[src/rtl/envelope_cordic.sv]
// -----------------------------------------------------------------------------
// envelope_cordic
// Envelope (magnitude) detector for the AM receiver back end. Each accepted
// I/Q pair (signed Q32.32) is vectored onto the positive x axis by an
// iterative CORDIC engine (one micro-rotation per clock). The CORDIC gain is
// then removed by multiplying with 1/K, giving sqrt(c^2 + s^2) in Q32.32.
//
// Ports
//   clk        in   single clock, rising edge
//   rst        in   synchronous reset, active low (0 = reset)
//   in_valid   in   I/Q pair present on in_c/in_s
//   in_ready   out  pair accepted this cycle (IDLE only, from state alone)
//   in_c       in   in-phase sample, signed Q32.32
//   in_s       in   quadrature sample, signed Q32.32
//   out_mag    out  envelope, Q32.32, >= 0, holds the last result
//   out_valid  out  one-cycle pulse when out_mag has just been updated
//   busy       out  high in every state except IDLE
// -----------------------------------------------------------------------------
module envelope_cordic #(
   parameter int WIDTH = 64,
   parameter int FRAC  = 32,
   parameter int ITER  = 32
) (
   input  logic             clk,
   input  logic             rst,
   input  logic             in_valid,
   output logic             in_ready,
   input  logic [WIDTH-1:0] in_c,
   input  logic [WIDTH-1:0] in_s,
   output logic [WIDTH-1:0] out_mag,
   output logic             out_valid,
   output logic             busy
);

   // Two guard bits: abs(-2^(WIDTH-1)) plus the sqrt(2)*1.647 CORDIC growth.
   localparam int XW = WIDTH + 2;
   localparam int IW = $clog2(ITER) + 1;
   localparam int PW = XW + 33;
   // 1/K = 0.607252935 * 2^32, used as an unsigned 33-bit operand.
   localparam logic [32:0] KINV = 33'h0_9B74_EDA8;

   typedef enum logic [2:0] {
      S_IDLE,
      S_PREP,
      S_ROT,
      S_SCALE,
      S_DONE
   } state_t;

   state_t                 state_q, state_d;
   logic        [IW-1:0]   i_q, i_d;
   logic signed [XW-1:0]   x_q, x_d;
   logic signed [XW-1:0]   y_q, y_d;
   logic        [WIDTH-1:0] mag_q, mag_d;
   logic signed [PW-1:0]   x_ext, k_ext, prod;

   // Drop the fraction of the gain-compensated product and bound the result
   // to the non-negative WIDTH-bit range.
   function automatic logic [WIDTH-1:0] sat_mag(input logic signed [PW-1:0] p);
      logic signed [PW-1:0] r;
      logic signed [PW-1:0] r_max;
      r     = p >>> FRAC;
      r_max = {{(PW-WIDTH+1){1'b0}}, {(WIDTH-1){1'b1}}};
      if (r > r_max)
         sat_mag = {1'b0, {(WIDTH-1){1'b1}}};
      else if (r < 0)
         sat_mag = '0;
      else
         sat_mag = r[WIDTH-1:0];
   endfunction

   // Both operands widened to the full product width so the multiply is exact.
   assign x_ext = {{33{x_q[XW-1]}}, x_q};
   assign k_ext = {{XW{1'b0}}, KINV};
   assign prod  = x_ext * k_ext;

   always_comb begin
      state_d = state_q;
      i_d     = i_q;
      x_d     = x_q;
      y_d     = y_q;
      mag_d   = mag_q;
      case (state_q)
         S_IDLE: begin
            if (in_valid) begin
               x_d     = {{2{in_c[WIDTH-1]}}, in_c};
               y_d     = {{2{in_s[WIDTH-1]}}, in_s};
               state_d = S_PREP;
            end
         end
         S_PREP: begin
            // Rotate left-half-plane vectors by 180 deg so CORDIC converges.
            if (x_q[XW-1]) begin
               x_d = -x_q;
               y_d = -y_q;
            end
            i_d     = '0;
            state_d = S_ROT;
         end
         S_ROT: begin
            // Drive y toward zero; x accumulates K * magnitude.
            if (!y_q[XW-1]) begin
               x_d = x_q + (y_q >>> i_q);
               y_d = y_q - (x_q >>> i_q);
            end else begin
               x_d = x_q - (y_q >>> i_q);
               y_d = y_q + (x_q >>> i_q);
            end
            i_d = i_q + IW'(1);
            if (i_q == IW'(ITER - 1))
               state_d = S_SCALE;
         end
         S_SCALE: begin
            mag_d   = sat_mag(prod);
            state_d = S_DONE;
         end
         S_DONE: begin
            state_d = S_IDLE;
         end
         default: begin
            state_d = S_IDLE;
         end
      endcase
   end

   always_ff @(posedge clk) begin
      if (!rst) begin
         state_q <= S_IDLE;
         i_q     <= '0;
         mag_q   <= '0;
      end else begin
         state_q <= state_d;
         i_q     <= i_d;
         mag_q   <= mag_d;
      end
   end

   // CORDIC working registers carry no reset; IDLE always reloads them.
   always_ff @(posedge clk) begin
      x_q <= x_d;
      y_q <= y_d;
   end

   assign in_ready  = (state_q == S_IDLE);
   assign busy      = (state_q != S_IDLE);
   assign out_valid = (state_q == S_DONE);
   assign out_mag   = mag_q;

endmodule
[config.mk]
export PLATFORM = sky130hd
export DESIGN_NAME = envelope_cordic
export DESIGN_NICKNAME = d
export VERILOG_FILES = /design/src/rtl/envelope_cordic.sv
export SDC_FILE = /design/constraint.sdc
export NUM_CORES = 2
export LEC_CHECK = 0
export CAP_MARGIN = 20
export CORE_ASPECT_RATIO = 1.75
export CORE_MARGIN = 5
export CORE_UTILIZATION = 30
export CTS_CLUSTER_SIZE = 20
export DETAILED_ROUTE_END_ITERATION = 10
export HOLD_SLACK_MARGIN = 0.12
export PLACE_DENSITY = 0.54
export SLEW_MARGIN = 20
export SYNTH_ARGS = -nofsm -noshare
export SYNTH_HDL_FRONTEND = slang
export SYNTH_SLANG_ARGS = --single-unit
[constraint.sdc]
create_clock -name clk -period 16.32 [get_ports clk]
set_clock_uncertainty 0.15 [all_clocks]
set_input_delay 2.448 -clock clk [delete_from_list [all_inputs] [get_ports clk]]
set_output_delay 2.448 -clock clk [all_outputs]
set_load 0.1 [all_outputs]
# Yosys cells after proc, flatten, opt, wreduce, memory -nomap -nowiden
# Index checks and enable logic that the tools add are counted.
[classes]
add_sub_neg = 7
multipliers = 1
magnitude_cmp = 2
n_eq_ne = 8
n_shift = 2
muxes = 14
n_reduce_logical = 7
[ops]
columns = ["cell", "n"]
rows = [
  ["66-bit two-way mux", 6],
  ["66-bit case mux with 3 select lines", 2],
  ["66-bit adder", 2],
  ["66-bit negator", 2],
  ["66-bit by 6-bit >>> shifter with 66-bit output", 2],
  ["66-bit subtractor", 2],
  ["64-bit two-way mux", 2],
  ["66-bit by 30-bit multiplier with 96-bit output, second input constant", 1],
  ["67-bit by 64-bit greater-than comparator with 1-bit output, second input constant", 1],
  ["67-bit by 1-bit less-than comparator with 1-bit output, second input constant", 1],
  ["3-bit case mux with 4 select lines", 1],
  ["6-bit case mux with 2 select lines", 1],
  ["6-bit by 1-bit adder with 6-bit output, second input constant", 1],
  ["3-bit by 2-bit == test with 1-bit output, second input constant", 2],
  ["6-bit by 5-bit == test with 1-bit output, second input constant", 1],
  ["3-bit two-way mux", 2],
  ["2-bit inequality test, second input constant", 3],
  ["3-bit nonzero test", 2],
  ["2-bit AND reduction", 2],
  ["3-bit by 1-bit == test with 1-bit output, second input constant", 1],
  ["3-bit == test, second input constant", 1],
  ["3-bit logical NOT", 1],
  ["3-bit AND reduction", 1],
  ["2-bit nonzero test", 1],
]
[totals]
reg_bits = 205
inputBits = 131
output_inout_bits = 67
elab_cells = 47

# Logic depth before layout (Yosys ltp)
[depth]
word_depth = 4
depth_mapped = 36
depth_no_buf = 30

# Worst setup path after synthesis
# Ideal clock, no wire load.
[synth_path]
path_kind = "register to register"
startpoint = "register x_q[65]"
endpoint = "register mag_q[10], in the netlist out_mag[10]"
setup_time_ps = 142
arrival_ps = 8846
required_time_ps = 16028
slack_ps = 7182
stages_incl_launch_ff = 28
path_buffers = 6
synth_period_minus_slack_ps = 9138
path_cell_list = "edfxtp_1 clkbuf_1 clkbuf_1 clkinv_1 clkbuf_1 o21ai_0 fa_1 fa_1 fa_1 fa_1 inv_1 fa_1 inv_1 ha_1 clkbuf_1 nand2_1 nor3_1 nand3_1 or3_1 a21oi_1 o21ai_0 a41oi_1 a21oi_1 xnor2_1 a21o_1 clkbuf_1 clkbuf_1 a311oi_1"
[synth_via]
elab_chain_cells = 4
elab_cells_between_ends = 5
classes_between = "1 x mul; 2 x order compare; 2 x mux"
[synth_rtl]
columns = ["element", "line", "rtl"]
rows = [
  ["start: declaration", "52", "logic signed [XW-1:0] x_q, x_d;"],
  ["start signal: assignment", "140", "x_q <= x_d;"],
  ["66-bit by 30-bit multiplier with 96-bit output *", "75", "assign prod = x_ext * k_ext;"],
  ["67-bit by 1-bit less-than comparator with 1-bit output", "66", "else if (r < 0)"],
  ["64-bit two-way mux", "66", ""],
  ["64-bit two-way mux *", "64", "if (r > r_max)"],
  ["end signal: assignment", "134", "mag_q <= mag_d;"],
  ["end: declaration", "54", "logic [WIDTH-1:0] mag_q, mag_d;"],
]
# Mark *: on every way between the ends. The rest lies on a longest branch, timed or not.
# A chain may end at the register's enable or synchronous reset.

# Worst setup path after layout
[layout_path]
startpoint = "register x_q[13]"
endpoint = "register mag_q[22], in the netlist out_mag[22]"
# Same word-level chain as after synthesis.

==> out/metrics.yaml <==
setup_path:
  path_max_fanout: 51
  worst-setup-path-type: "register to register"
  slowest_delay_ns: 0.79
  crit_start: "x_q[13]$_DFFE_PP_"
  crit_arrival_ns: 10.97
  start_kind: "register"
  critical_path_required_ns: 16.72
  crit_slowest_cell: "edfxtp_1"
  rr_startpoint: "x_q[13]$_DFFE_PP_"
  crit_path_end_kind: "register"
global_route:
  grt_usage_pct: 26.1
  antenna_found_initial: 11
  grt_pass1_vias: 63471
  gr-total-overflow: 0
  grt_max_degree: 138
  grt_pass1_wl_um: 466000
timing:
  final_max_slew_viol_count: 0
  relSlewSlack_pct: 11.6
  setup_viol: 0
  min_period_over_period_pct: 64.8
  rsz0062_at_grt: "false"
  fin_crit_ns: 10.57
  hold_viol_final: 0
  setup-tns-final_ns: 0
  worst_slew_pin_slew_ns: 1.32
  max_freq_ghz: 0.0946
yosys:
  async_flop_share_pct: 0
  synth-edff-count: 132
  synth_area_sq_um: 70700
  netlist_instances: 7855
  synthTopCellsByArea: "fa_1 28%, ha_1 12%, inv_1 8.4%"
  synth_nets: 9650
  ys_ff_latch: 205
  yosysSeqAreaShare_pct: 7.67
  post-synth-top-area-cell: "fa_1"
  synth_warnings: 0
  synth_top_flop_cell: "edfxtp_1"
  ys_types: 104
  synth_top_area_share_pct: 28.5
  synth.avg_cell_area_sq_um: 9.00
worst_hold_path:
  hp-class: "register to register"
  hold_start: "out_mag[11]$_SDFFE_PN0P_"
clock_network:
  clockBufferDepth: 3
  worstSkewPairLatency_ns: 0.73
  tritoncts: "yes"
  clkSlewWorstSetupHoldPaths_ns: 0.06
  cts_made_buffers: 26
  cts.sinks: 205
  cts_resized: 0
  hold_buffers: 0
  cts-htree-levels: 1
  clockRootBuffer: "clkbuf_16"
  post_cts_buffers: 0
die:
  pin_count: 198
  dieArea_sq_um: 246000
  die_x_um: 377
  die-height_um: 652
  placementRows: 235
  core_sq_um: 234000
  initial_core_util_pct: 30.2
detailed_routing:
  drc: 0
  viasPerCell: 5.63
  vias: 61335
  drt-total-wl_um: 328000
  ant_nets: 0
  drt_first_pass_iters: 8
  drt_iter0_drc: 6061
  wire_per_inst_um: 30.1
place:
  place.port_buffers: 197
  hpwlAfterDp_um: 279000
  gp_congestion: 1.08
finish:
  drive_gt1_share_pct: 7.36
  syn2layout_area_growth_pct: 8.43
  fin_nets: 9590
flow_run:
  maxCapViolations: 0
outcome:
  status: "finished, final reports clean"
-- Yosys cell counts, drive strengths merged, types with 30 or more instances --
cell type  number
and3           36
clkbuf        272
ha            659
o21a           41
nand2         437
mux4          196
dfxtp          73
o21bai         47
nand2b         53
xnor2         276
mux2          108
o211ai         45
a31oi          60
nand3          86
a211oi         48
a21oi         379
or3            41
edfxtp        132
o221ai         55
buf           145
fa           1005
nand4          73
o22ai          42
mux2i         167
xor2          135
a22oi         116
a21o          133
nor4           40
and2           43
nor2b          54
nor3           91
nor2          366
o31ai          30
o21ai         352
a311oi         50
inv          1585
-- worst max-delay path: cells and delay by family, from the launching register on --
kind | cells | cell delay (ns)
flops | 1 | 0.79
simple gates | 3 | 0.92
fa+ha+maj | 9 | 4.50
buf+inv | 8 | 1.15
xor+xnor | 1 | 0.18
compound gates | 8 | 2.73
-- placed cells by master, fill, tap and decap left out, drive strengths merged, types with 43 or more instances in the layout --
cell           count
nand2            437
nand3             86
clkdlybuf4s50    197
o21bai            47
mux2i            167
ha               659
a21oi            379
xor2             135
xnor2            276
nand4             73
a22oi            116
buf              131
and2              43
a21o             133
o211ai            45
nor3              91
a311oi            50
o221ai            55
a31oi             60
o21ai            352
edfxtp           132
dfxtp             73
nand2b            53
nor2             366
fa              1005
nor2b             54
inv             1588
mux2             108
a211oi            48
mux4             196
-- state kept, by name, summed over array words and instances, names as in the netlist --
name and count:
x_q 66, state_q 3, out_mag 64, i_q 6, y_q 66
-- routing by layer --
metal	GRT usage (%)	part of all wire [%]	up-vias
li1	-	-	26527
met4	20.2	10	6
met3	3.06	5.4	910
met5	0	0.023	-
met2	47.2	51	2806
met1	27.6	34	31086
-- per-stage QoR --
step | instance area (sq um) | hold slack (ns) | util [%] | setup slack [ns] | std cells
floorplan | 70700 | 0.461 | - | 7.18 | 7855
global placement | 75700 | 0.291 | 32.3 | 5.88 | 10846
detailed placement | 75700 | 0.301 | 32.3 | 5.95 | 10847
CTS | 76600 | 0.316 | 32.7 | 5.93 | 10894
global route | 76700 | 0.330 | 32.7 | 5.27 | 10896
finish | 76700 | 0.314 | 32.7 | 5.75 | 10902
-- cells by family after synthesis --
family	count (synthesis)	synth area share [%]
buffers and inverters	2005	11.1
AO/OA/AOI/OAI	1667	15.8
adder cells (fa/ha/maj)	1664	40.1
AND/OR/NAND/NOR	1432	9.87
multiplexers	471	10.3
XOR/XNOR	411	5.09
flip-flops	205	7.67
-- final cells by class --
class / count / area (sq um)
antenna: 7 / 17.5
multi-input combinational: 5645 / 57500
clock buffer: 33 / 761
clock inverter: 14 / 170
tap: 3081 / 3850
inverter: 1588 / 5960
sequential: 205 / 5450
timing repair buffer: 329 / 2980
fill: 24421 / 158000
-- worst paths after layout --
check | to | slack (ns) | depth (start not counted)
max reg2reg | out_mag[22]$_SDFFE_PN0P_ | 5.75 | 29
min | out_mag[11]$_SDFFE_PN0P_ | 0.31 | 2
min reg2reg | out_mag[11]$_SDFFE_PN0P_ | 0.31 | 2
max | out_mag[22]$_SDFFE_PN0P_ | 5.75 | 29
Power is not shown: default switching activity piles up to over one toggle a cycle in this logic, so the estimate is an artifact.
